## config.mk

```make
export PLATFORM = sky130hd
export DESIGN_NAME = vga_timing_gen
export DESIGN_NICKNAME = d
export VERILOG_FILES = /design/src/rtl/vga_timing_pkg.sv /design/src/rtl/vga_axis_counter.sv /design/src/rtl/vga_timing_gen.sv
export SDC_FILE = /design/constraint.sdc
export NUM_CORES = 1
export LEC_CHECK = 0
export ABC_AREA = 0
export CORE_MARGIN = 2
export CORE_UTILIZATION = 50
export CTS_CLUSTER_SIZE = 16
export DETAILED_ROUTE_END_ITERATION = 12
export PLACE_DENSITY = 0.73
export SYNTH_ARGS = -nofsm -noshare
export SYNTH_HDL_FRONTEND = slang
export SYNTH_HIERARCHICAL = 1
export SYNTH_SLANG_ARGS = --single-unit
```

## constraint.sdc

```tcl
create_clock -name clkIn -period 3.7 [get_ports clkIn]
set_input_delay 0.74 -clock clkIn [delete_from_list [all_inputs] [get_ports clkIn]]
set_output_delay 0.74 -clock clkIn [all_outputs]
set_load 0.05 [all_outputs]
```

## src/rtl/vga_timing_pkg.sv

```systemverilog
// -----------------------------------------------------------------------------
// vga_timing_pkg
// Shared types and defaults for the VGA timing generator.
//   region_e      : per-axis region of the scan (VISIBLE, FRONT, SYNC, BACK)
//   DEF_*         : default 640x480@60 timing, sync polarity and pixel divider
//   total()       : full axis length from its four region lengths
// -----------------------------------------------------------------------------
package vga_timing_pkg;

  typedef enum logic [1:0] {
    VISIBLE = 2'd0,
    FRONT   = 2'd1,
    SYNC    = 2'd2,
    BACK    = 2'd3
  } region_e;

  // 640x480@60 with a 50 MHz system clock divided by two (25 MHz pixels).
  localparam int   DEF_H_VISIBLE = 640;
  localparam int   DEF_H_FRONT   = 16;
  localparam int   DEF_H_SYNC    = 96;
  localparam int   DEF_H_BACK    = 48;
  localparam int   DEF_V_VISIBLE = 480;
  localparam int   DEF_V_FRONT   = 10;
  localparam int   DEF_V_SYNC    = 2;
  localparam int   DEF_V_BACK    = 33;
  localparam logic DEF_SYNC_POL  = 1'b0;
  localparam int   DEF_PIX_DIV   = 2;
  localparam int   DEF_COORD_W   = 10;
  localparam int   DEF_FRAME_W   = 8;

  function automatic int total(input int vis, input int fp, input int sync, input int bp);
    return vis + fp + sync + bp;
  endfunction

endpackage

```

## src/rtl/vga_axis_counter.sv

```systemverilog
// -----------------------------------------------------------------------------
// vga_axis_counter
// One scan axis: a position counter 0..TOTAL-1 plus the region FSM
// VISIBLE -> FRONT -> SYNC -> BACK -> VISIBLE that tracks where the count sits.
// Ports:
//   clkIn   in   system clock, rising edge
//   rstIn   in   synchronous active-high reset (count 0, region VISIBLE)
//   advIn   in   advance the position by one this edge
//   count   out  current position (registered)
//   region  out  region of the current position (registered)
//   wrapOut out  high while advIn is set and count is at TOTAL-1, i.e. the
//                advance taking effect this edge wraps the axis to 0
// -----------------------------------------------------------------------------
module vga_axis_counter
  import vga_timing_pkg::*;
#(
  parameter int VIS_LEN   = DEF_H_VISIBLE,
  parameter int FRONT_LEN = DEF_H_FRONT,
  parameter int SYNC_LEN  = DEF_H_SYNC,
  parameter int BACK_LEN  = DEF_H_BACK,
  parameter int COORD_W   = DEF_COORD_W
) (
  input  logic               clkIn,
  input  logic               rstIn,
  input  logic               advIn,
  output logic [COORD_W-1:0] count,
  output region_e            region,
  output logic               wrapOut
);

  localparam int TOTAL = total(VIS_LEN, FRONT_LEN, SYNC_LEN, BACK_LEN);

  // Last position of each region; the region changes when the count leaves it.
  localparam logic [COORD_W-1:0] VIS_END   = COORD_W'(VIS_LEN - 1);
  localparam logic [COORD_W-1:0] FRONT_END = COORD_W'(VIS_LEN + FRONT_LEN - 1);
  localparam logic [COORD_W-1:0] SYNC_END  = COORD_W'(VIS_LEN + FRONT_LEN + SYNC_LEN - 1);
  localparam logic [COORD_W-1:0] LAST      = COORD_W'(TOTAL - 1);

  logic [COORD_W-1:0] count_q;
  region_e            region_q;

  assign count   = count_q;
  assign region  = region_q;
  assign wrapOut = advIn && (count_q == LAST);

  // NOTE: state registers use non-blocking assignments so every register in the
  // block samples the pre-edge values of its neighbours.
  always_ff @(posedge clkIn) begin
    if (rstIn) begin
      count_q  <= '0;
      region_q <= VISIBLE;
    end else if (advIn) begin
      count_q <= (count_q == LAST) ? '0 : count_q + 1'b1;
      case (region_q)
        VISIBLE: if (count_q == VIS_END)   region_q <= FRONT;
        FRONT:   if (count_q == FRONT_END) region_q <= SYNC;
        SYNC:    if (count_q == SYNC_END)  region_q <= BACK;
        BACK:    if (count_q == LAST)      region_q <= VISIBLE;
        default:                           region_q <= VISIBLE;
      endcase
    end
  end

endmodule

```

## src/rtl/vga_timing_gen.sv

```systemverilog
// -----------------------------------------------------------------------------
// vga_timing_gen
// Parametrised video timing generator: pixel prescaler, horizontal and vertical
// axis counters, registered position/visible/sync outputs, per-pixel, per-line
// and per-frame strobes and a completed-frame counter.
// Ports:
//   clkIn         in   system clock, rising edge
//   rstIn         in   synchronous active-high reset, wins over enableIn
//   enableIn      in   run enable; low freezes prescaler, counters and outputs
//   xValue        out  current pixel column
//   yValue        out  current line
//   inVisibleArea out  current pixel lies in the active region
//   HSync, VSync  out  sync pulses at HSYNC_POL / VSYNC_POL active level
//   pixelTick     out  one-cycle strobe: outputs show a new pixel this cycle
//   lineStart     out  pixelTick for x == 0
//   frameStart    out  pixelTick for x == 0 and y == 0
//   frameCount    out  completed-frame count, wraps modulo 2^FRAME_W
// -----------------------------------------------------------------------------
module vga_timing_gen
  import vga_timing_pkg::*;
#(
  parameter int   H_VISIBLE = DEF_H_VISIBLE,
  parameter int   H_FRONT   = DEF_H_FRONT,
  parameter int   H_SYNC    = DEF_H_SYNC,
  parameter int   H_BACK    = DEF_H_BACK,
  parameter int   V_VISIBLE = DEF_V_VISIBLE,
  parameter int   V_FRONT   = DEF_V_FRONT,
  parameter int   V_SYNC    = DEF_V_SYNC,
  parameter int   V_BACK    = DEF_V_BACK,
  parameter logic HSYNC_POL = DEF_SYNC_POL,
  parameter logic VSYNC_POL = DEF_SYNC_POL,
  parameter int   PIX_DIV   = DEF_PIX_DIV,
  parameter int   COORD_W   = DEF_COORD_W,
  parameter int   FRAME_W   = DEF_FRAME_W
) (
  input  logic               clkIn,
  input  logic               rstIn,
  input  logic               enableIn,
  output logic [COORD_W-1:0] xValue,
  output logic [COORD_W-1:0] yValue,
  output logic               inVisibleArea,
  output logic               HSync,
  output logic               VSync,
  output logic               pixelTick,
  output logic               lineStart,
  output logic               frameStart,
  output logic [FRAME_W-1:0] frameCount
);

  localparam int H_TOTAL = total(H_VISIBLE, H_FRONT, H_SYNC, H_BACK);
  localparam int V_TOTAL = total(V_VISIBLE, V_FRONT, V_SYNC, V_BACK);
  localparam int MAX_TOTAL = (H_TOTAL > V_TOTAL) ? H_TOTAL : V_TOTAL;

  localparam int              P_W    = (PIX_DIV > 1) ? $clog2(PIX_DIV) : 1;
  localparam logic [P_W-1:0]  P_LAST = P_W'(PIX_DIV - 1);

  // ---------------------------------------------------------------------------
  // Elaboration-time parameter checks
  // ---------------------------------------------------------------------------
  if (H_FRONT < 1 || H_SYNC < 1 || H_BACK < 1 ||
      V_FRONT < 1 || V_SYNC < 1 || V_BACK < 1) begin : g_bad_lengths
    $error("vga_timing_gen: every porch and sync length must be at least 1");
  end
  if (PIX_DIV < 1) begin : g_bad_div
    $error("vga_timing_gen: PIX_DIV must be at least 1");
  end
  if ((64'd1 << COORD_W) < 64'(MAX_TOTAL)) begin : g_bad_coord_w
    $error("vga_timing_gen: COORD_W too narrow for H_TOTAL/V_TOTAL");
  end

  // ---------------------------------------------------------------------------
  // Prescaler
  // ---------------------------------------------------------------------------
  logic [P_W-1:0] p_q;
  logic           tick;

  assign tick = enableIn && (p_q == P_LAST);

  // ---------------------------------------------------------------------------
  // Axis counters
  // The counters hold the pixel that the *next* tick will emit. On a tick the
  // output registers capture that position and the counters step ahead, so the
  // first tick after reset emits (0,0) and every output stays one register deep.
  // ---------------------------------------------------------------------------
  logic [COORD_W-1:0] h_count;
  logic [COORD_W-1:0] v_count;
  region_e            h_region;
  region_e            v_region;
  logic               h_wrap;
  logic               v_wrap;
  logic               v_adv;

  assign v_adv = tick && h_wrap;

  vga_axis_counter #(
    .VIS_LEN   (H_VISIBLE),
    .FRONT_LEN (H_FRONT),
    .SYNC_LEN  (H_SYNC),
    .BACK_LEN  (H_BACK),
    .COORD_W   (COORD_W)
  ) u_h_axis (
    .clkIn   (clkIn),
    .rstIn   (rstIn),
    .advIn   (tick),
    .count   (h_count),
    .region  (h_region),
    .wrapOut (h_wrap)
  );

  vga_axis_counter #(
    .VIS_LEN   (V_VISIBLE),
    .FRONT_LEN (V_FRONT),
    .SYNC_LEN  (V_SYNC),
    .BACK_LEN  (V_BACK),
    .COORD_W   (COORD_W)
  ) u_v_axis (
    .clkIn   (clkIn),
    .rstIn   (rstIn),
    .advIn   (v_adv),
    .count   (v_count),
    .region  (v_region),
    .wrapOut (v_wrap)
  );

  // ---------------------------------------------------------------------------
  // Output registers
  // ---------------------------------------------------------------------------
  logic               started_q;
  logic [COORD_W-1:0] x_q;
  logic [COORD_W-1:0] y_q;
  logic               vis_q;
  logic               hsync_q;
  logic               vsync_q;
  logic               pix_tick_q;
  logic               line_start_q;
  logic               frame_start_q;
  logic [FRAME_W-1:0] frame_cnt_q;

  logic at_line_start;
  logic at_frame_start;

  assign at_line_start  = (h_count == '0);
  assign at_frame_start = at_line_start && (v_count == '0);

  always_ff @(posedge clkIn) begin
    if (rstIn) begin
      p_q           <= '0;
      started_q     <= 1'b0;
      x_q           <= '0;
      y_q           <= '0;
      vis_q         <= 1'b0;
      hsync_q       <= ~HSYNC_POL;
      vsync_q       <= ~VSYNC_POL;
      pix_tick_q    <= 1'b0;
      line_start_q  <= 1'b0;
      frame_start_q <= 1'b0;
      frame_cnt_q   <= '0;
    end else begin
      // Strobes are rewritten every edge so a disabled or non-ticking edge
      // always clears them.
      pix_tick_q    <= tick;
      line_start_q  <= tick && at_line_start;
      frame_start_q <= tick && at_frame_start;

      if (enableIn) begin
        p_q <= (p_q == P_LAST) ? '0 : p_q + 1'b1;
      end

      if (tick) begin
        started_q <= 1'b1;
        x_q       <= h_count;
        y_q       <= v_count;
        // Only ticks update this register and the first tick also sets
        // started, so the flag already honours the started qualifier.
        vis_q     <= (h_region == VISIBLE) && (v_region == VISIBLE);
        hsync_q   <= (h_region == SYNC) ? HSYNC_POL : ~HSYNC_POL;
        vsync_q   <= (v_region == SYNC) ? VSYNC_POL : ~VSYNC_POL;
        // The first frame after reset is frame 0; later frame starts count up.
        if (at_frame_start && started_q) begin
          frame_cnt_q <= frame_cnt_q + 1'b1;
        end
      end
    end
  end

  assign xValue        = x_q;
  assign yValue        = y_q;
  assign inVisibleArea = vis_q;
  assign HSync         = hsync_q;
  assign VSync         = vsync_q;
  assign pixelTick     = pix_tick_q;
  assign lineStart     = line_start_q;
  assign frameStart    = frame_start_q;
  assign frameCount    = frame_cnt_q;

endmodule
```

==> results of run 1 <==
## cell type report
type	count	area [sq um]
tap	72	90.1
fill	496	2110
sequential	60	1200
multi-input combinational	244	1570
inverter	12	45.0
timing repair buffer	40	390
clock buffer	13	159
clock inverter	2	10.0
## critical path: cells and delay by family
kind	cells	cell delay, ps
buffers and inverters	2	610
and+or+nand+nor	5	1100
AOI/OAI and AO/OA	3	560
## cells by family (layout without fill, tap and decap cells)
family                   count (synthesis)  after routing  share of synthesized area (%)
adder cells (fa/ha/maj)                 15             15                           6.45
XOR/XNOR                                18             18                           5.42
AND/OR/NAND/NOR                        155            155                           29.9
flip-flops                              60             60                           41.3
buffers and inverters                   27             67                           4.86
multiplexers                             3              3                           1.03
AO/OA/AOI/OAI                           53             53                           11.0
## placed cells by master, fill, tap and decap left out, types with 6 or more instances in the layout
| cell | Yosys | final |
|---|---|---|
| xnor2_1 | 8 | 8 |
| xor2_1 | 10 | 10 |
| a21oi_1 | 33 | 33 |
| o31ai_1 | 8 | 8 |
| nor3_1 | 6 | 6 |
| nand2_1 | 51 | 51 |
| nor2_1 | 32 | 32 |
| clkdlybuf4s50_1 | 0 | 36 |
| nand4_1 | 8 | 8 |
| nand3_1 | 12 | 12 |
| or4_1 | 8 | 8 |
| ha_1 | 15 | 15 |
| inv_1 | 12 | 12 |
| dfxtp_1 | 60 | 60 |
| clkbuf_8 | 0 | 11 |
## cells in the mapped netlist (4+ instances only)
master    count  share of area, %
ha_1         15               6.5
nand3_1      12               2.1
or4_1         8               2.1
nor2_1       32               4.1
clkbuf_1      7              0.90
nand2b_1      4              0.86
xnor2_1       8               2.4
o21bai_1      4               1.0
nand4_1       8               1.7
buf_6         4               1.5
dfxtp_1      60                41
nand2_1      51               6.6
xor2_1       10               3.0
inv_1        12               1.5
nor3_1        6               1.0
a21oi_1      33               5.7
o31ai_1       8               2.1
## how the worst max path moves through the flow
| stage | startpoint | endpoint | cells past startpoint |
|---|---|---|---|
| 3_5_place_dp | enableIn | u_v_axis/region[1] | 10 |
| 3_3_place_gp | enableIn | u_v_axis/region[0] | 10 |
| 5_1_grt | enableIn | u_v_axis/region[1] | 10 |
| 6_report | enableIn | u_v_axis/region[1] | 10 |
| 4_1_cts | enableIn | u_v_axis/region[1] | 10 |
| 2_1_floorplan | enableIn | u_v_axis/region[0] | 12 |
## power by group through the flow
stage | combinational, mW | clock (mW) | sequential (mW)
after CTS | 0.0618 | 0.526 | 0.656
after global placement | 0.0604 | 0 | 0.671
after global routing | 0.0668 | 0.550 | 0.657
final | 0.0611 | 0.517 | 0.656
after floorplan | 0.0379 | 0 | 0.678
after detailed placement | 0.0618 | 0 | 0.671
## metal layers
layer | share of wire, % | GRT usage [%] | up-vias
met5 | 0 | 0 | -
met4 | 1.1 | 9.83 | 0
met3 | 3.7 | 3.37 | 6
met2 | 46 | 30.7 | 53
met1 | 49 | 25.3 | 1116
li1 | - | - | 1226
## flip-flops by register name, summed over array words and instances (netlist names), 2 cells and up
name	flops
u_v_axis/count	10
yValue	10
u_v_axis/region	2
u_h_axis/count	10
frameCount	8
u_h_axis/region	2
xValue	10
==> results.md, run 1 <==
- Root Driver: clkbuf_8
- Yosys warning count: 6
- Worst r2r path cells: 9
- Area post-placement: 3290 sq um
- Via Count: 2401
- Relative slew slack: 54.2%
- Final weighted congestion in routability-driven placement: 0.825
- Total track usage: 19.4%
- Hold Crit Depth: 2
- Clk_skew: 6.37 ps
- Switching power: 0.291 mW
- # diodes: 0
- CTS tree: done
- Setup bufs post-CTS: 0
- Setup_tns: 0 ps
- Data arrival, critical path: 3010 ps
- RSZ-0062 raised after global routing: no
- Die X: 80.3 um
- Worst reg2reg endpoint: u_v_axis/region[1]
- Std-Cell Rows: 27
- Post-synth ARST share: 0%
- CTS Buffer Depth: 2
- Mapped Cells: 331
- Internal power: 0.943 mW
- Gate power share: 5.0%
- MaxCap Viol Count: 0
- CTS Hold Bufs: 0
- LEAKAGE: 1.21 nW
- Final WS setup: 917 ps
- Syn Std Cell Area: 2910 sq um
- Worst Tran Pin Value: 684 ps
- Fin crit share: 75.2%
- HPWL after DPL: 4.18 mm
- Post-layout total power: 1.23 mW
- Initial DRC Count: 127
- First-pass GRT wire length: 9.82 mm
- Dpl ws: 618 ps
- Antenna Nets Post-Route: 0
- Critical path type: input pin to register
- DR vias/cell: 5.42
- CTS Buf Count: 9
- Starting Density: 52.2%
- Outcome: complete, no violations
- Clock-pin slew of the registers on the worst-case setup and hold paths: 60 ps
- First-pass detailed-route iteration total: 4
- Non-filler cells, final: 443
- Layout cells sized above 1: 9.70%
- Unique masters post-synth: 50
- Synth Flop Type: dfxtp_1
- Core Region: 5570 sq um
- Setup violators final: 0
- CP max stage cell: clkdlybuf4s50_1
- DR WL/cell: 13.6 um
- Post-CTS sizing: 0
- Final net count: 385
- WHS Endpoint: xValue[4]
- Synthesized flop and latch total: 60
- Vias in the first global route: 2132
- Most frequent CP cell: nand2_1
- Final core utilization: 62.1%
- Required time worst endpoint: 3930 ps
- Hold Vio Cnt, Final: 0
- Max rail drop VDD: 0.000234 V
- Crit. End Element: register
- Gr ovfl total: 0
- Share of total power in sequential cells: 53.2%
- Design Area, Final: 3460 sq um
- Seq/Total Area, Yosys: 41.3%
- Top Ports: 37
- Largest net degree at the start of global routing: 34
- Synthesized area per cell: 8.79 sq um
- HP Start: xValue[4]
- Worst R2R Start: u_h_axis/count[0]
- Period minus WS final: 2780 ps
- Post-Place Cells: 428
- Clock share of power: 41.9%
- Initial antenna violation count: 0
- H-tree levels: 3
- Synthesized Nets: 349
- F_max: 359 MHz
- WHS: 454 ps
- Worst Hold Class: register to register
- IO Port Bufs: 36
- DR DRC count: 0
- Worst path max stage delay: 520 ps
- Net Sw Frac: 23.6%
- Die Area: 6440 sq um
- Max-slew violation count: 0
- Power Dens Cells: 356 nW/um^2
- Clock tree sinks: 60
- Die extent in y: 80.3 um
- Area growth syn-to-layout: 19.0%
- Startpoint types: input pin
- Crit-path cells: clkdlybuf4s50_1 -> nand2_1 -> inv_1 -> nand2_1 -> nor2_1 -> and3_1 -> o21ai_0 -> a211o_1 -> or4b_1 -> o31ai_1
- Latest clock arrival within the worst-skew pair: 330 ps
- Worst Path Max Fanout: 7
- Number of synthesized flops with an enable pin: 0
- R2r setup slk: 1090 ps
- Post-Route WL: 6.01 mm
(Power assumes the default switching activity.)
==> run 2, diff against run 1 <==
==> constraint.sdc (replaced) <==
create_clock -name clkIn -period 2.6 [get_ports clkIn]
set_input_delay 0.52 -clock clkIn [delete_from_list [all_inputs] [get_ports clkIn]]
set_output_delay 0.52 -clock clkIn [all_outputs]
set_load 0.05 [all_outputs]
==> results.md, run 2 (synthesized netlist as in run 1, its figures left out) <==
- Outcome: complete, no violations (unchanged)
- Worst Path Max Fanout: 6 (was 7)
- Max rail drop VDD: 0.000277 V (was 0.000234 V)
- Share of total power in sequential cells: 50.8% (was 53.2%)
- MaxCap Viol Count: 0 (unchanged)
- Storage element area: 1200 sq um (unchanged)
- Clock-pin slew of the registers on the worst-case setup and hold paths: 60 ps (about the same)
- Period minus WS final: 2320 ps
- Post-CTS sizing: 0 (unchanged)
- Required time worst endpoint: 2830 ps (was 3930 ps)
- H-tree levels: 3 (unchanged)
- Largest net degree at the start of global routing: 34 (unchanged)
- Top Ports: 37 (unchanged)
- Post-Route WL: 6.19 mm (was 6.01 mm)
- Met3 Wirelength: 252 um (was 221 um)
- Total track usage: 20.7% (was 19.4%)
- Dpl ws: 74.3 ps (was 618 ps)
- Layout cells sized above 1: 11.6% (was 9.70%)
- Hold Vio Cnt, Final: 0 (unchanged)
- CTS Hold Bufs: 0 (unchanged)
- Clock tree sinks: 60 (unchanged)
- Final weighted congestion in routability-driven placement: 0.829 (was 0.825)
- Relative slew slack: 63.2% (was 54.2%)
- RSZ-0062 raised after global routing: no (unchanged)
- WHS: 450 ps (was 454 ps)
- CTS tree: done (unchanged)
- Area of the multi-input gates: 1570 sq um (unchanged)
- Fillers: 506 (was 496)
- Net Sw Frac: 21.8% (was 23.6%)
- Worst Tran Pin Value: 551 ps (was 684 ps)
- Initial DRC Count: 118 (was 127)
- Internal power: 1.44 mW (was 0.943 mW)
- CTS Buf Count: 9 (unchanged)
- Crit path to: u_v_axis/region[1] (unchanged)
- Worst r2r path cells: 9 (unchanged)
- Core Region: 5570 sq um (unchanged)
- Most frequent cells in the layout: 60 x dfxtp_1, 51 x nand2_1, 36 x clkdlybuf4s50_1 (unchanged)
- Clock share of power: 44.2% (was 41.9%)
- Startpoint types: register (was input pin)
- Std-Cell Rows: 27 (unchanged)
- CP max stage cell: or4b_1 (was clkdlybuf4s50_1)
- Die Area: 6440 sq um (unchanged)
- Power Dens Cells: 519 nW/um^2 (was 356 nW/um^2)
- HPWL after DPL: 4.29 mm (was 4.18 mm)
- M1 wire length: 3.00 mm (was 2.94 mm)
- Antenna Nets Post-Route: 0 (unchanged)
- Fin crit share: 89.4%
- Latest clock arrival within the worst-skew pair: 320 ps (was 330 ps)
- Final WS setup: 276 ps (was 917 ps)
- Most common cell after layout, fill and taps aside: dfxtp_1 (unchanged)
- DR vias/cell: 5.43 (was 5.42)
- # diodes: 0 (unchanged)
- Crit-path cells: ha_1 -> and3_2 -> nand2_1 -> nor2_1 -> and3_1 -> o21ai_0 -> a211o_1 -> or4b_1 -> o31ai_1 (was clkdlybuf4s50_1 -> nand2_1 -> inv_1 -> nand2_1 -> nor2_1 -> and3_1 -> o21ai_0 -> a211o_1 -> or4b_1 -> o31ai_1)
- Clk_skew: 6.55 ps (was 6.37 ps)
- Gr ovfl total: 0 (unchanged)
- Data arrival, critical path: 2560 ps (was 3010 ps)
- Via Count: 2443 (was 2401)
- Top Metal Used: met4 (unchanged)
- Worst path max stage delay: 470 ps (was 520 ps)
- Vias in the first global route: 2258 (was 2132)
- Initial antenna violation count: 0 (unchanged)
- Starting Density: 52.2% (unchanged)
- Worst R2R Start: u_h_axis/count[0] (unchanged)
- F_max: 430 MHz
- Setup crit start: u_h_axis/count[0] (was enableIn)
- Critical path type: register to register (was input pin to register)
- CTS Buffer Depth: 2 (unchanged)
- LEAKAGE: 1.26 nW (was 1.21 nW)
- Die X: 80.3 um (unchanged)
- Routed met2 length: 2.89 mm (was 2.78 mm)
- Die extent in y: 80.3 um (unchanged)
- IO Port Bufs: 36 (unchanged)
- First-pass detailed-route iteration total: 4 (unchanged)
- Setup violators final: 0 (unchanged)
- DR WL/cell: 13.8 um (was 13.6 um)
- First-pass GRT wire length: 10.5 mm (was 9.82 mm)
- Area growth syn-to-layout: 21.8% (was 19.0%)
- Final net count: 393 (was 385)
- HP Start: xValue[3] (was xValue[4])
- Crit. End Element: register (unchanged)
- Gate power share: 5.0% (about the same)
- DR DRC count: 0 (unchanged)
- Worst Hold Class: register to register (unchanged)
- Max-slew violation count: 0 (unchanged)
- Root Driver: clkbuf_8 (unchanged)
- Hold Crit Depth: 2 (unchanged)
- R2r setup slk: 280 ps (was 1090 ps)
- Switching power: 0.401 mW (was 0.291 mW)
- Worst reg2reg endpoint: u_v_axis/region[1] (unchanged)
- Setup bufs post-CTS: 0 (unchanged)
- Setup_tns: 0 ps (unchanged)
## run 2: power by group through the flow
stage          combinational, mW  sequential, mW  clock (mW)
2_1_floorplan             0.0541           0.966           0
3_3_place_gp              0.0908           0.955           0
3_5_place_dp              0.0918           0.955           0
4_1_cts                   0.0928           0.935       0.837
5_1_grt                    0.101           0.935       0.877
6_report                  0.0913           0.935       0.813
## run 2: critical path, delay by kind of cell (launching register included)
| kind | cells | cell delay (ps) |
|---|---|---|
| compound gates | 3 | 450 |
| fa+ha+maj | 1 | 220 |
| flops | 1 | 460 |
| simple gates | 5 | 1100 |
## run 2: metal layers
| layer | up-vias | global-route usage, % |
|---|---|---|
| li1 | 1242 | - |
| met1 | 1137 | 27.9 |
| met2 | 59 | 31.9 |
| met3 | 5 | 4.38 |
| met4 | 0 | 9.15 |
| met5 | - | 0 |
## run 2: worst min path at each step
stage / to / slack, ps
5_1_grt: xValue[6] / 470
4_1_cts: xValue[3] / 450
3_3_place_gp: xValue[2] / 440
3_5_place_dp: xValue[3] / 450
6_report: xValue[3] / 450
2_1_floorplan: xValue[6] / 460
## run 2: cell type report
cell class	instances	share of cell area (%)
Clock buffer	12	4.38
Clock inverter	2	0.989
Inverter	12	1.27
Multi-Input combinational cell	244	44.2
Sequential cell	60	33.9
Tap cell	72	2.54
Timing Repair Buffer	48	12.7
## run 2: metrics by stage
stage               instances  total power [mW]  utilization, %  cell area (sq um)
floorplan                 331              1.02               -               2910
global placement          436              1.05            60.2               3350
detailed placement        436              1.05            60.2               3350
CTS                       450              1.86            63.6               3540
global route              450              1.91            63.6               3540
finish                    450              1.84            63.6               3540
==> run 3, diff against run 2 <==
--- a/config.mk
+++ b/config.mk
@@ -10,6 +10,7 @@
 export CORE_UTILIZATION = 50
 export CTS_CLUSTER_SIZE = 16
 export DETAILED_ROUTE_END_ITERATION = 12
+export GPL_ROUTABILITY_DRIVEN = 0
 export PLACE_DENSITY = 0.73
 export SYNTH_ARGS = -nofsm -noshare
 export SYNTH_HDL_FRONTEND = slang
==> results of run 3 <==
Same layout as run 2: the final DEF is identical, and so are final timing and power.
